<file path="src/rtl/multicycle_control_fsm.sv">
// ============================================================================
// multicycle_control_fsm
//
// Purpose:
//   Main control unit of a multicycle MIPS-style datapath. A single 4-bit
//   Moore state register steps through fetch, decode and the per-instruction
//   execution phases. Every control output is decoded combinationally from
//   the state alone. The one exception is the PC/IR write enable in FETCH,
//   which is also qualified by mem_ready.
//
// Configuration macro:
//   CTRL_ILLEGAL_TRAP_EN
//     - defined:   an unknown opcode in DECODE enters TRAP. TRAP drives
//                  illegal=1 with all other controls 0 and holds until reset.
//     - undefined: an unknown opcode returns to FETCH. TRAP cannot be
//                  reached and illegal is always 0.
//
// Ports:
//   clk        in   1  rising-edge clock
//   rst        in   1  asynchronous, active-low reset
//   opcode     in   6  instruction opcode (used in DECODE and MEMADR)
//   mem_ready  in   1  memory access completes this cycle
//   state      out  4  current state encoding
//   pcwrite    out  1  PC write enable
//   branch     out  1  conditional PC write (qualified by zero externally)
//   iord       out  1  memory address select (0=PC, 1=ALUOut)
//   memwrite   out  1  memory write strobe
//   irwrite    out  1  instruction register write enable
//   regdst     out  1  write register select (1=rd)
//   memtoreg   out  1  writeback source select (1=MDR)
//   regwrite   out  1  register file write enable
//   alusrca    out  1  ALU A select (1=register A)
//   alusrcb    out  2  ALU B select (00=B, 01=4, 10=SignImm, 11=SignImm<<2)
//   aluop      out  2  00=add, 01=sub, 10=funct decode
//   pcsrc      out  2  PC source (00=ALUResult, 01=ALUOut, 10=jump target)
//   illegal    out  1  illegal opcode trap indicator
// ============================================================================
module multicycle_control_fsm (
    input  logic       clk,
    input  logic       rst,
    input  logic [5:0] opcode,
    input  logic       mem_ready,
    output logic [3:0] state,
    output logic       pcwrite,
    output logic       branch,
    output logic       iord,
    output logic       memwrite,
    output logic       irwrite,
    output logic       regdst,
    output logic       memtoreg,
    output logic       regwrite,
    output logic       alusrca,
    output logic [1:0] alusrcb,
    output logic [1:0] aluop,
    output logic [1:0] pcsrc,
    output logic       illegal
);

    typedef enum logic [3:0] {
        S_FETCH   = 4'd0,
        S_DECODE  = 4'd1,
        S_MEMADR  = 4'd2,
        S_MEMRD   = 4'd3,
        S_MEMWB   = 4'd4,
        S_MEMWR   = 4'd5,
        S_EXECUTE = 4'd6,
        S_ALUWB   = 4'd7,
        S_BRANCH  = 4'd8,
        S_ADDIEX  = 4'd9,
        S_ADDIWB  = 4'd10,
        S_JUMP    = 4'd11,
        S_TRAP    = 4'd12
    } state_e;

    localparam logic [5:0] OP_LW    = 6'b100011;
    localparam logic [5:0] OP_SW    = 6'b101011;
    localparam logic [5:0] OP_RTYPE = 6'b000000;
    localparam logic [5:0] OP_BEQ   = 6'b000100;
    localparam logic [5:0] OP_ADDI  = 6'b001000;
    localparam logic [5:0] OP_J     = 6'b000010;

    // Where DECODE sends an opcode it does not recognise.
`ifdef CTRL_ILLEGAL_TRAP_EN
    localparam state_e ILLEGAL_DEST = S_TRAP;
`else
    localparam state_e ILLEGAL_DEST = S_FETCH;
`endif

    state_e state_q;
    state_e state_d;

    // ------------------------------------------------------------------
    // State register
    // ------------------------------------------------------------------
    always_ff @(posedge clk or negedge rst) begin
        if (!rst) begin
            state_q <= S_FETCH;
        end else begin
            state_q <= state_d;
        end
    end

    // ------------------------------------------------------------------
    // Next-state logic
    // ------------------------------------------------------------------
    always_comb begin
        state_d = state_q;
        case (state_q)
            S_FETCH: begin
                if (mem_ready) begin
                    state_d = S_DECODE;
                end
            end
            S_DECODE: begin
                case (opcode)
                    OP_LW, OP_SW: state_d = S_MEMADR;
                    OP_RTYPE:     state_d = S_EXECUTE;
                    OP_BEQ:       state_d = S_BRANCH;
                    OP_ADDI:      state_d = S_ADDIEX;
                    OP_J:         state_d = S_JUMP;
                    default:      state_d = ILLEGAL_DEST;
                endcase
            end
            S_MEMADR:  state_d = (opcode == OP_LW) ? S_MEMRD : S_MEMWR;
            S_MEMRD: begin
                if (mem_ready) begin
                    state_d = S_MEMWB;
                end
            end
            S_MEMWB:   state_d = S_FETCH;
            S_MEMWR: begin
                if (mem_ready) begin
                    state_d = S_FETCH;
                end
            end
            S_EXECUTE: state_d = S_ALUWB;
            S_ALUWB:   state_d = S_FETCH;
            S_BRANCH:  state_d = S_FETCH;
            S_ADDIEX:  state_d = S_ADDIWB;
            S_ADDIWB:  state_d = S_FETCH;
            S_JUMP:    state_d = S_FETCH;
`ifdef CTRL_ILLEGAL_TRAP_EN
            S_TRAP:    state_d = S_TRAP;
`endif
            // Unused codes, including TRAP when trapping is disabled,
            // recover to FETCH.
            default:   state_d = S_FETCH;
        endcase
    end

    // ------------------------------------------------------------------
    // Output decode (Moore). All outputs default to 0.
    // ------------------------------------------------------------------
    always_comb begin
        pcwrite  = 1'b0;
        branch   = 1'b0;
        iord     = 1'b0;
        memwrite = 1'b0;
        irwrite  = 1'b0;
        regdst   = 1'b0;
        memtoreg = 1'b0;
        regwrite = 1'b0;
        alusrca  = 1'b0;
        alusrcb  = 2'b00;
        aluop    = 2'b00;
        pcsrc    = 2'b00;
        illegal  = 1'b0;
        case (state_q)
            S_FETCH: begin
                // The PC increment and the IR load happen only on the cycle
                // memory returns the instruction. Both are held off while
                // reset is asserted, because the state is already FETCH then.
                alusrcb = 2'b01;
                pcwrite = mem_ready & rst;
                irwrite = mem_ready & rst;
            end
            S_DECODE: begin
                alusrcb = 2'b11;
            end
            S_MEMADR: begin
                alusrca = 1'b1;
                alusrcb = 2'b10;
            end
            S_MEMRD: begin
                iord = 1'b1;
            end
            S_MEMWB: begin
                memtoreg = 1'b1;
                regwrite = 1'b1;
            end
            S_MEMWR: begin
                iord     = 1'b1;
                memwrite = 1'b1;
            end
            S_EXECUTE: begin
                alusrca = 1'b1;
                aluop   = 2'b10;
            end
            S_ALUWB: begin
                regdst   = 1'b1;
                regwrite = 1'b1;
            end
            S_BRANCH: begin
                alusrca = 1'b1;
                aluop   = 2'b01;
                pcsrc   = 2'b01;
                branch  = 1'b1;
            end
            S_ADDIEX: begin
                alusrca = 1'b1;
                alusrcb = 2'b10;
            end
            S_ADDIWB: begin
                regwrite = 1'b1;
            end
            S_JUMP: begin
                pcsrc   = 2'b10;
                pcwrite = 1'b1;
            end
`ifdef CTRL_ILLEGAL_TRAP_EN
            S_TRAP: begin
                illegal = 1'b1;
            end
`endif
            default: begin
            end
        endcase
    end

    assign state = state_q;

endmodule

</file>
<file path="config.mk">
export PLATFORM = sky130hd
export DESIGN_NAME = multicycle_control_fsm
export DESIGN_NICKNAME = d
export VERILOG_FILES = /design/src/rtl/multicycle_control_fsm.sv
export SDC_FILE = /design/constraint.sdc
export NUM_CORES = 1
export LEC_CHECK = 0
export ABC_AREA = 1
export CAP_MARGIN = 20
export CORE_AREA = 2 2 39 41
export CTS_BUF_LIST = sky130_fd_sc_hd__clkbuf_4 sky130_fd_sc_hd__clkbuf_8 sky130_fd_sc_hd__clkbuf_16
export CTS_CLUSTER_SIZE = 20
export DETAILED_ROUTE_END_ITERATION = 12
export DIE_AREA = 0 0 41 43
export PLACE_DENSITY = 0.78
export SLEW_MARGIN = 20
export SYNTH_ARGS = -nofsm -noshare
export SYNTH_HDL_FRONTEND = slang
export SYNTH_SLANG_ARGS = --single-unit
</file>
<file path="constraint.sdc">
create_clock -name clk -period 2.8 [get_ports clk]
set_clock_uncertainty 0.05 [all_clocks]
set_input_delay 0.84 -clock clk [delete_from_list [all_inputs] [get_ports clk]]
set_output_delay 0.84 -clock clk [all_outputs]
set_load 0.1 [all_outputs]
</file>
==> metrics <==
# H-tree levels 1; # resized after CTS 0; Worst Reg-to-Reg Cells 8; Starting Density 0.3644; RSZ-0062 raised after global routing false; die area approximately 1800 sq um; Total Wirelength 1.455 mm; Via Count 691; Ports 29; Seq/Total Area, Yosys 0.1985; maxcap violations 0; Filler cells 110; die span in x 41 um; HP Start state[0]$_DFFE_PN0P_; Internal Power roughly 0.38 mW; CP Cell Sequence clkdlybuf4s50_1 -> nand2_1 -> nor2_2 -> buf_12; combinational power share 0.825; Mapped Avg Cell Area 5.252 sq um; CORE AREA 1384 sq um; post-CTS setup buffers 0; Worst Hold End state[0]$_DFFE_PN0P_; slowest stage delay, CP 0.48 ns; Post-synth top cells nand2_1, nor2_1, inv_1, nand3_1; pin count of the biggest net entering global routing 10; Leak 0.4949 nW; Synth Instances 96; status completed; clk_lat worst skew 0.24 ns; worst path bufs/invs 2; Synth cell types 16; setup ws final 0.1309 ns; drt pass-1 iters 4; Synth area leaders dfrtp_1, nand2_1, nor2_1; Power Density 1038 nW/um^2; vias per inst 4.936; flop-to-flop setup slack 1.40 ns; Synthesized Nets 105; DR WL/cell 10.39 um; Max Slew Vio Count 0; TritonCTS clock tree yes; worst-path maximum fanout 2; CTS max path bufs 2; sequential power share 0.104; GP Congestion 0.8129; die height 43 um; vias in the first global route ~630; Sw Share 0.6387; CTS Buf Count 3; layout cell share with drive strength beyond 1 0.3790; Clock transition at path regs ~0.04 ns; first-pass GRT wire length about 2.5 mm; number of antenna violations at the first check in global routing 0; max FFs per register 4; Setup CP Type in -> out; Clk pwr share 0.071; hold crit path type reg -> reg; Reg-to-Reg End state[2]$_DFFE_PN0P_; clk root buf clkbuf_4; synth-to-layout area growth 101.0%; Site Rows 14; number of flops mapped to enable cells by yosys 0; PortBufs 27; Critical Path End Type primary output; YS warnings 0; FFs w/ async S/R, synth 1.000; Yosys top cell by area dfrtp_1; Worst R2R Start state[3]$_DFFE_PN0P_; antenna cells 0; synthesis-stage register bit count 4; ys flop type dfrtp_1; total gr overflow 0; 1st-iter DRT viols 9; fin util 0.7324; post-DP HPWL 1.259 mm; Hold Path Stages 2; cell family with most CP delay buffers and inverters; NumNets Final 135; setup violators final 0; CTS Hold Bufs 0; P_sw 0.6721 mW; Yosys top cell area share 0.1985; Max rail drop VDD 0.6687 mV; CTS sink cnt 4; Worst EP arrival 1.78 ns; count leader, synth nand2_1; pre-CTS WS 0.1284 ns; total track usage 0.1976; Netlist Area Pre-Place slightly above 500 sq um; Startpoint Class primary input; period utilization 0.9532; CP max-delay cell clkdlybuf4s50_1; # DRC 0; fmax roughly 370 MHz; time the worst path needs with I/O delays and setup 2.669 ns; Critical Path RT 1.91 ns; Final ANT Viol Nets 0; Hold Violations, Final 0
==> cell families after synthesis <==
family          count (synthesis)  synth area share
buf+inv                        20            0.1786
other cells                     1          0.007437
simple gates                   63            0.5261
flops                           4            0.1985
compound gates                  8           0.08932
==> cells in the final DEF, fill, tap and decap left out, drive strengths merged <==
cell            n
dfrtp           4
inv            17
clkbuf          3
o211ai          1
a21oi           1
clkdlybuf4s50   8
nand2          28
nand3           9
nor2           26
o22ai           2
o21ai           4
buf            20
conb            1
==> power by group through the flow <==
| stage | Clock [mW] | Combinational [mW] | Sequential [mW] |
|---|---|---|---|
| floorplan | 0 | 0.521 | 0.208 |
| global placement | 0 | 0.863 | 0.109 |
| detailed placement | 0 | 0.871 | 0.110 |
| CTS | 0.0750 | 0.873 | 0.109 |
| global route | 0.0764 | 0.910 | 0.111 |
| finish | 0.0745 | 0.868 | 0.110 |
==> how the worst max path moves through the flow <==
stage                                    start  endpoint  slack [ns]  cells after the start
after global routing                 mem_ready   irwrite        0.07                      4
final                                mem_ready   irwrite        0.13                      4
after floorplan           state[1]$_DFFE_PN0P_  regwrite       -0.05                      6
after CTS                            mem_ready   irwrite        0.12                      4
after global placement                     rst   pcwrite        0.16                      4
after detailed placement             mem_ready   irwrite        0.13                      4
==> per-layer routing <==
metal  vias up  share of wire  GRT usage
li1        350              -          -
met1       314           0.34     0.2085
met2        25           0.61     0.3594
met3         2          0.043   0.005236
met4         0          0.013     0.1067
met5         -              0          0
==> tightest hold or removal path: stages, from the launching register on <==
cell and delay (ns):
dfrtp_2 0.42, nand3_1 0.10, nand2_1 0.07
==> final cells by class <==
| type | instances | area (sq um) | share of cell area |
|---|---|---|---|
| repair buffers | 28 | 417.9 | 0.4123 |
| multi-input cells | 72 | 379.1 | 0.3741 |
| flip-flops and latches | 4 | 110.1 | 0.1086 |
| inverters | 17 | 63.81 | 0.06296 |
| clock buffers | 3 | 22.52 | 0.02222 |
| well taps | 16 | 20.02 | 0.01975 |
==> metrics by stage <==
step	area (sq um)	power [mW]	std cells	hold WS [ns]	setup TNS (ns)
3_3_place_gp	991.0	0.9718	137	0.5422	0
3_5_place_dp	991.0	0.9805	137	0.5618	0
2_1_floorplan	583.1	0.7291	96	0.4944	-0.05337
6_report	1013	1.052	140	0.5719	0
4_1_cts	1013	1.058	140	0.5708	0
5_1_grt	1013	1.097	140	0.5952	0
Note: power is estimated with default switching activity, not from simulation.
